<file path="src/rtl/pic_intcon_pkg.sv">
// Shared definitions for the PIC16F84A interrupt controller.
//   - INTCON bit positions (GIE..RBIF)
//   - FSM state encoding for the CPU request/acknowledge handshake
//   - interrupt vector address used by the CPU sequencer
//   - helper computing the combined pending condition
package pic_intcon_pkg;

  localparam int unsigned GIE_BIT  = 7;
  localparam int unsigned EEIE_BIT = 6;
  localparam int unsigned T0IE_BIT = 5;
  localparam int unsigned INTE_BIT = 4;
  localparam int unsigned RBIE_BIT = 3;
  localparam int unsigned T0IF_BIT = 2;
  localparam int unsigned INTF_BIT = 1;
  localparam int unsigned RBIF_BIT = 0;

  localparam logic [12:0] INT_VECTOR = 13'h0004;

  typedef enum logic [1:0] {
    ST_IDLE = 2'b00,
    ST_REQ  = 2'b01,
    ST_ISR  = 2'b10
  } intcon_state_t;

  // Any enabled source flagged; GIE is deliberately not part of this.
  function automatic logic calc_pend(input logic [7:0] intcon, input logic ee_pend);
    calc_pend = (intcon[T0IE_BIT] & intcon[T0IF_BIT]) |
                (intcon[INTE_BIT] & intcon[INTF_BIT]) |
                (intcon[RBIE_BIT] & intcon[RBIF_BIT]) |
                (intcon[EEIE_BIT] & ee_pend);
  endfunction

endpackage

</file>
<file path="src/rtl/pin_sync.sv">
// Multi-flop synchronizer for an asynchronous pin, followed by an edge
// detector against a registered copy of the synchronized level.
// Ports:
//   clk    in   sampling clock
//   rst_n  in   asynchronous active-low reset (chain and history to 0)
//   pin    in   asynchronous input
//   sync   out  synchronized level (last stage of the chain)
//   rise   out  sync is 1, previous sample was 0
//   fall   out  sync is 0, previous sample was 1
module pin_sync #(
  parameter int unsigned SYNC_STAGES = 2
) (
  input  logic clk,
  input  logic rst_n,
  input  logic pin,
  output logic sync,
  output logic rise,
  output logic fall
);

  logic [SYNC_STAGES-1:0] chain;
  logic                   prev;

  always_ff @(posedge clk or negedge rst_n) begin
    if (!rst_n) begin
      chain <= '0;
      prev  <= 1'b0;
    end else begin
      chain <= {chain[SYNC_STAGES-2:0], pin};
      prev  <= chain[SYNC_STAGES-1];
    end
  end

  // Edge outputs are decoded from two registers so a pin change becomes
  // usable on edge SYNC_STAGES and lands in a flag on edge SYNC_STAGES+1.
  assign sync = chain[SYNC_STAGES-1];
  assign rise = sync & ~prev;
  assign fall = ~sync & prev;

endmodule

</file>
<file path="src/rtl/intcon_ctrl.sv">
// Interrupt controller for the PIC16F84A core. Holds INTCON, latches the
// tmr0 overflow, RB0/INT edge and RB7:4 change flags, keeps the EEPROM
// write-complete pending bit, and runs the request/acknowledge handshake
// with the CPU sequencer (GIE cleared on vector entry, restored on RETFIE).
// Ports:
//   oscIn         in   system clock, rising edge
//   reset         in   asynchronous active-low reset
//   t0if          in   tmr0 overflow level (same clock domain)
//   eeif          in   EEPROM write-complete pulse
//   rb0_pin       in   RB0/INT pin (asynchronous)
//   intedg        in   1 = rising edge on RB0 sets INTF, 0 = falling
//   rb_hi_pin     in   RB7:4 pins (asynchronous)
//   rb_hi_tris    in   TRISB7:4, only input bits are compared
//   portb_rd      in   PORTB read, loads RB7:4 snapshot
//   intcon_we     in   INTCON write strobe
//   intcon_wdata  in   INTCON write data
//   intcon_rdata  out  current INTCON
//   irq_req       out  registered interrupt request
//   irq_ack       in   CPU takes the vector this cycle
//   retfie        in   CPU executes RETFIE this cycle
//   wake          out  registered "enabled flag set", ignores GIE
module intcon_ctrl
  import pic_intcon_pkg::*;
#(
  parameter int unsigned SYNC_STAGES = 2,
  parameter logic [7:0]  INTCON_RST  = 8'h00
) (
  input  logic       oscIn,
  input  logic       reset,
  input  logic       t0if,
  input  logic       eeif,
  input  logic       rb0_pin,
  input  logic       intedg,
  input  logic [3:0] rb_hi_pin,
  input  logic [3:0] rb_hi_tris,
  input  logic       portb_rd,
  input  logic       intcon_we,
  input  logic [7:0] intcon_wdata,
  output logic [7:0] intcon_rdata,
  output logic       irq_req,
  input  logic       irq_ack,
  input  logic       retfie,
  output logic       wake
);

  intcon_state_t state, state_next;
  logic [7:0]    intcon, intcon_next;
  logic          t0if_q;
  logic          ee_pend;
  logic [3:0]    rb_snap;
  logic          pend;
  logic          ack_take;

  logic          t0_set, int_set, rb_set;
  logic          rb0_sync, rb0_rise, rb0_fall;
  logic [3:0]    rb_sync, rb_rise, rb_fall;
  logic          unused_sig;

  // ---------------------------------------------------------------- sources
  assign t0_set = t0if & ~t0if_q;

  pin_sync #(.SYNC_STAGES(SYNC_STAGES)) u_rb0_sync (
    .clk   (oscIn),
    .rst_n (reset),
    .pin   (rb0_pin),
    .sync  (rb0_sync),
    .rise  (rb0_rise),
    .fall  (rb0_fall)
  );

  // Polarity selects between edge pulses, so toggling intedg on a steady
  // pin cannot fabricate an edge.
  assign int_set = intedg ? rb0_rise : rb0_fall;

  for (genvar i = 0; i < 4; i++) begin : g_rb_sync
    pin_sync #(.SYNC_STAGES(SYNC_STAGES)) u_rb_sync (
      .clk   (oscIn),
      .rst_n (reset),
      .pin   (rb_hi_pin[i]),
      .sync  (rb_sync[i]),
      .rise  (rb_rise[i]),
      .fall  (rb_fall[i])
    );
  end

  assign rb_set     = |((rb_sync ^ rb_snap) & rb_hi_tris);
  assign unused_sig = ^{rb0_sync, rb_rise, rb_fall};

  assign pend = calc_pend(intcon, ee_pend);

  // ---------------------------------------------------------------- FSM
  always_ff @(posedge oscIn or negedge reset) begin
    if (!reset) state <= ST_IDLE;
    else        state <= state_next;
  end

  always_comb begin
    state_next = state;
    ack_take   = 1'b0;
    unique case (state)
      ST_IDLE: begin
        if (intcon[GIE_BIT] && pend) state_next = ST_REQ;
      end
      ST_REQ: begin
        if (irq_ack) begin
          ack_take   = 1'b1;
          state_next = ST_ISR;
        end else if (!(intcon[GIE_BIT] && pend)) begin
          state_next = ST_IDLE;
        end
      end
      ST_ISR: begin
        if (retfie || (intcon_we && intcon_wdata[GIE_BIT])) state_next = ST_IDLE;
      end
      default: state_next = ST_IDLE;
    endcase
  end

  // ---------------------------------------------------------------- INTCON
  // Write first, then GIE handshake override, then hardware flag sets so a
  // same-cycle hardware event always survives a software clear.
  always_comb begin
    intcon_next = intcon_we ? intcon_wdata : intcon;
    if (ack_take)    intcon_next[GIE_BIT] = 1'b0;
    else if (retfie) intcon_next[GIE_BIT] = 1'b1;
    if (t0_set)  intcon_next[T0IF_BIT] = 1'b1;
    if (int_set) intcon_next[INTF_BIT] = 1'b1;
    if (rb_set)  intcon_next[RBIF_BIT] = 1'b1;
  end

  always_ff @(posedge oscIn or negedge reset) begin
    if (!reset) begin
      intcon  <= INTCON_RST;
      t0if_q  <= 1'b0;
      ee_pend <= 1'b0;
      rb_snap <= '0;
      irq_req <= 1'b0;
      wake    <= 1'b0;
    end else begin
      intcon  <= intcon_next;
      t0if_q  <= t0if;
      ee_pend <= eeif | (ee_pend & ~ack_take);
      if (portb_rd) rb_snap <= rb_sync;
      irq_req <= (state_next == ST_REQ);
      wake    <= pend;
    end
  end

  assign intcon_rdata = intcon;

endmodule

</file>
<file path="config.mk">
export PLATFORM = sky130hd
export DESIGN_NAME = intcon_ctrl
export DESIGN_NICKNAME = d
export VERILOG_FILES = /design/src/rtl/pic_intcon_pkg.sv /design/src/rtl/pin_sync.sv /design/src/rtl/intcon_ctrl.sv
export SDC_FILE = /design/constraint.sdc
export NUM_CORES = 1
export LEC_CHECK = 0
export CELL_PAD_IN_SITES_DETAIL_PLACEMENT = 0
export CELL_PAD_IN_SITES_GLOBAL_PLACEMENT = 1
export CORE_UTILIZATION = 30
export DETAILED_ROUTE_END_ITERATION = 10
export GPL_ROUTABILITY_DRIVEN = 0
export PLACE_DENSITY_LB_ADDON = 0.1
export SLEW_MARGIN = 10
export SYNTH_ARGS = -nofsm -noshare
export SYNTH_HDL_FRONTEND = slang
export SYNTH_SLANG_ARGS = --single-unit
</file>
<file path="constraint.sdc">
create_clock -name oscIn -period 1.5 [get_ports oscIn]
set_clock_uncertainty 0.2 [all_clocks]
set_input_delay 0.3 -clock oscIn [delete_from_list [all_inputs] [get_ports oscIn]]
set_output_delay 0.3 -clock oscIn [all_outputs]
set_load 0.005 [all_outputs]
</file>
# Word level (Yosys, flattened, before mapping)
# Cells that the tools add are included.
# Widths: inputs -> output; s select.
[op_classes]
n_eq_ne = 3
mux = 14
bitwise_logic = 18
reduce_logical = 9
[op_table]
columns = ["op", "n"]
rows = [
  ["$and 1x1->1", 8],
  ["$mux 1", 8],
  ["$mux 2", 4],
  ["$mux 8", 1],
  ["$pmux 2 s3", 1],
  ["$reduce_bool 2->1", 3],
  ["$and 4x4->4", 1],
  ["$eq 2x1->1 const B", 2],
  ["$not 1->1", 4],
  ["$or 1x1->1", 4],
  ["$reduce_or 4->1", 1],
  ["$xor 4x4->4", 1],
  ["$reduce_bool 3->1", 1],
  ["$eq 2x2->1 const B", 1],
  ["$logic_and 1x1->1", 2],
  ["$logic_not 2->1", 1],
  ["$logic_or 1x1->1", 1],
]
[totals]
regBits = 29
in_bits = 26
out_inout_bits = 10
word_cells = 61

# Depth between registers and ports, before layout
[depth]
ltp_word = 9
depth_mapped = 3
ltp_nobuf = 3

# By module
# From an unflattened synthesis, not the netlist that was laid out.
[unflattened]
cells_unflattened = 80
area_unflattened_um2 = 1188.6
[modules_own_cells]
columns = ["module", "instances", "cells_each", "area_per_inst_um2", "seq_area_each_um2"]
rows = [
  ["intcon_ctrl", 1, 55, 738.2, 450.4],
  ["pin_sync", 5, 5, 90.1, 75.1],
]

# Least setup slack after synthesis
# No wires, ideal clock.
[synth_timing]
kind = "flip-flop to flip-flop"
startpoint = "reg rb_snap[2]"
endpoint = "reg intcon[0], in the netlist intcon_rdata[0]"
setup_ps = 132
arrival_ps = 917
required_ps = 1168
slack_ps = 251
path_stages_with_launch = 4
path_buffers = 0
synth_period_minus_slack_ps = 1249
cell_sequence = "dfrtp_1 xor2_1 a222oi_1 nand3_1"
[synth_between]
elab_chain_len = 4
word_cells_on_any_way = 5
cone_classes = "mux: 1; bitwise: 2; reduce/logical: 2"
[synth_lines]
columns = ["item", "line_no", "rtl"]
rows = [
  ["start, declared", "intcon_ctrl.sv:50", "logic [3:0] rb_snap;"],
  ["start signal, assigned", "intcon_ctrl.sv:143", "if (portb_rd) rb_snap <= rb_sync;"],
  ["$xor 4x4->4 *", "intcon_ctrl.sv:86", "assign rb_set = |((rb_sync ^ rb_snap) & rb_hi_tris);"],
  ["$and 4x4->4 *", "intcon_ctrl.sv:86", ""],
  ["$reduce_or 4->1 *", "intcon_ctrl.sv:86", ""],
  ["$mux 1 or $reduce_bool 2->1 (tied branches)", "n/a", ""],
  ["end signal, assigned", "intcon_ctrl.sv:140", "intcon <= intcon_next;"],
  ["end, declared", "intcon_ctrl.sv:47", "logic [7:0] intcon, intcon_next;"],
]
# Mark *: on every way between the ends. The rest lies on a longest branch, timed or not.
# A chain may end at the register's enable or synchronous reset.

# Worst setup path in the final report
[layout_timing]
startpoint = "reg intcon[7], in the netlist intcon_rdata[7]"
endpoint = "out intcon_rdata[7]"
[layout_rtl]
columns = ["item", "line_no", "rtl"]
rows = [
  ["end, declared", "intcon_ctrl.sv:39", "output logic [7:0] intcon_rdata,"],
]
# No word-level cell between the ends.

==> results.py <==
metrics = {
    "detailed_routing": {
        "routed_via_density": 4.384,
        "first_pass_iters": 5,
        "drt_iter0_markers": 22,
        "drc": 0,
        "avgRoutedWirePerCell_um": 11.66,
        "detail-route-antenna-nets": 0,
        "totalWireLength_um": 1912,
        "vias": 719,
    },
    "clock_tree": {
        "clkSlewWorstSetupHoldPaths_ps": 90,
        "cts_tree": "built",
        "cts_inserted_buffers": 5,
        "clkLatencyLatePin_ps": 320,
        "cts.path.max_buffers": 2,
        "cts_max_level": 2,
        "cts_num_sinks": 29,
        "hold_buffers": 0,
        "cts_root_buf": "clkbuf_4",
    },
    "run": {
        "drv_cap": 0,
    },
    "global_route": {
        "grt_usage_pct": 12.38,
        "grt_overflow": 0,
        "antenna_found_initial": 0,
        "grt_start_max_net_pins": 30,
        "grt_pass1_wl_um": 3008,
        "grt_pass1_vias": 681,
    },
    "hold_path": {
        "hp-class": "in -> async",
    },
    "setup_path": {
        "cpPeakStageDelay_ps": 390,
        "crit_path_max_fanout": 2,
        "cp_top_family": "flip-flops",
        "worstSetupPathType": "reg -> out",
        "ff2ff_setup_slack_ps": 100,
        "endpoint_kind": "output pin",
        "critPathArrivalTime_ps": 970,
        "required_ps": 1000,
        "cp.depth": 1,
        "cp-start-kind": "flip-flop",
        "crit_chain": "dlygate4sd2_1",
        "crit_slowest_cell": "dfrtp_1",
        "r2r_end": "state[0]",
        "cp_num_buf_inv": 1,
        "r2r-start": "intcon_rdata[0]",
        "r2r_cells": 5,
    },
    "floorplanning": {
        "pin_count": 36,
        "initial_utilization_pct": 32.64,
        "die_h_um": 60.34,
        "dieWidth_um": 60.34,
        "core-area_mm2": 0.003128,
        "rows": 20,
        "dieArea_mm2": 0.003640,
    },
    "timing": {
        "worstMarginPinSlew_ps": 299.3,
        "min_period_ps": 1468,
        "finalMaxSlewViolations": 0,
        "min_period_over_period_pct": 97.85,
        "rsz0062_at_grt": "false",
        "relSlewSlack_pct": 80.04,
        "max_clock_freq_ghz": 0.6813,
        "hold_viol": 0,
        "setup_viol": 0,
        "fin_hold_ws_ps": 133.2,
    },
    "layout": {
        "drive_above_1_share_pct": 15.00,
        "stdcell_count": 164,
        "antennaDiodeCount": 0,
        "nets": 146,
        "area_delta_synth_final_pct": 55.39,
    },
    "status": {
        "outcome": "completed",
    },
    "power": {
        "ir_worst_vdd_uv": 431.5,
        "p_per_area_mw_per_mm2": 1103,
        "p_leak_nw": 0.6953,
        "total_power_mw": 1.750,
    },
    "synthesis": {
        "syn_inst": 67,
        "synth_edf_count": 0,
        "synth_flop_cell": "dfrtp_1",
        "syn_area_per_cell_um2": 15.24,
        "yosys_warnings": 0,
        "synth.top_cells.by_area": "dfrtp_1, mux2_1, xor2_1, mux2i_1, and4b_1",
        "ys_ff_latch": 29,
        "yosysTopAreaCell": "dfrtp_1",
        "synth_top_area_share_pct": 71.08,
        "synth_nets": 93,
        "yosysUniqueCellTypes": 18,
        "async_flop_share_pct": 100.0,
        "seq_area_frac_synth_pct": 71.08,
        "syn-cell-area_mm2": 0.001021,
    },
    "placement": {
        "place_inst": 147,
        "dp_hpwl_um": 1339,
        "portBuffers": 35,
    },
}
[state kept, by name, indices dropped and copies added (netlist names), 2 cells and up]
signal and flops:
u_rb0_sync.chain 2, state 2, rb_snap 4, g_rb_sync.u_rb_sync.chain 8
intcon_rdata 8
[worst max-delay path by stage]
stage	from	slack (ps)	end
6_report	intcon_rdata[7]	30	intcon_rdata[7]
5_1_grt	intcon_rdata[4]	3	intcon_rdata[4]
3_3_place_gp	intcon_we	-80	intcon_rdata[6]
3_5_place_dp	intcon_we	-120	intcon_rdata[5]
4_1_cts	intcon_rdata[5]	2	intcon_rdata[5]
2_1_floorplan	rb_snap[2]	250	intcon_rdata[0]
[cell usage in the layout (no fill, tap or decap)]
cell type | netlist | final
a22oi_1 | 2 | 2
nand3b_1 | 1 | 1
nand2b_1 | 2 | 2
nor2_1 | 1 | 1
a222oi_1 | 1 | 1
buf_12 | 0 | 2
inv_1 | 2 | 2
clkbuf_8 | 0 | 1
clkdlybuf4s15_1 | 0 | 6
clkbuf_4 | 0 | 5
a21oi_1 | 2 | 2
buf_4 | 0 | 10
mux2i_1 | 3 | 3
nand2_1 | 3 | 3
a31o_1 | 1 | 1
clkdlybuf4s50_1 | 0 | 25
clkbuf_1 | 0 | 1
o21ai_1 | 2 | 2
mux2_1 | 8 | 8
or3b_1 | 1 | 1
xor2_1 | 4 | 4
dlygate4sd2_1 | 0 | 4
dfrtp_1 | 29 | 29
nand3_1 | 2 | 2
and4b_1 | 2 | 2
[cell usage after synthesis (2+ instances only)]
cell type,n
inv_1,2
nand3_1,2
nand2b_1,2
nand2_1,3
xor2_1,4
and4b_1,2
mux2i_1,3
a22oi_1,2
dfrtp_1,29
mux2_1,8
o21ai_1,2
a21oi_1,2
[metrics by stage]
| stage | setup TNS [ps] | cell area [um2] | utilization (%) | setup WS, ps |
|---|---|---|---|---|
| 2_1_floorplan | 0 | 1021 | - | 250.6 |
| 3_3_place_gp | -707.6 | 1461 | 46.72 | -80.09 |
| 3_5_place_dp | -890.2 | 1461 | 46.72 | -116.9 |
| 4_1_cts | 0 | 1556 | 49.76 | 2.424 |
| 5_1_grt | 0 | 1587 | 50.72 | 2.613 |
| 6_report | 0 | 1587 | 50.72 | 32.18 |
[routing by layer]
| metal | vias to the layer above | wire length [um] | global-route usage (%) | part of all wire, % |
|---|---|---|---|---|
| met5 | - | 0 | 0 | 0 |
| met4 | 0 | 44 | 8.970 | 2.3 |
| met3 | 5 | 130 | 4.478 | 6.8 |
| met2 | 29 | 847 | 18.37 | 44 |
| met1 | 346 | 889 | 14.86 | 46 |
| li1 | 339 | - | - | - |
[cell families (layout without fill, tap and decap cells)]
logic type | count (synthesis) | after routing | synth area share, %
multiplexers | 11 | 11 | 11.77
flip-flops | 29 | 29 | 71.08
AO/OA/AOI/OAI | 8 | 8 | 5.269
XOR/XNOR | 4 | 4 | 3.431
buffers and inverters | 3 | 56 | 1.225
AND/OR/NAND/NOR | 12 | 12 | 7.230
[where the power goes]
part           internal, mW  switching [mW]  total [mW]
Clock                 0.221           0.245       0.466
Combinational         0.228           0.122       0.350
Sequential            0.880          0.0541       0.934
[repair_timing]
item                       CTS  global route
pin swaps                    0             0
setup endpoints to repair   10             7
cloned                       0             0
setup buffers                7             3
resized for setup           10             6
[cell type report]
cell class	count	area, um2
multi-input cells	35	282.8
well taps	44	55.05
repair buffers	47	460.4
inverters	2	7.507
flip-flops and latches	29	725.7
fillers	294	1541
clock buffers	7	55.05
(Power assumes the default switching activity.)
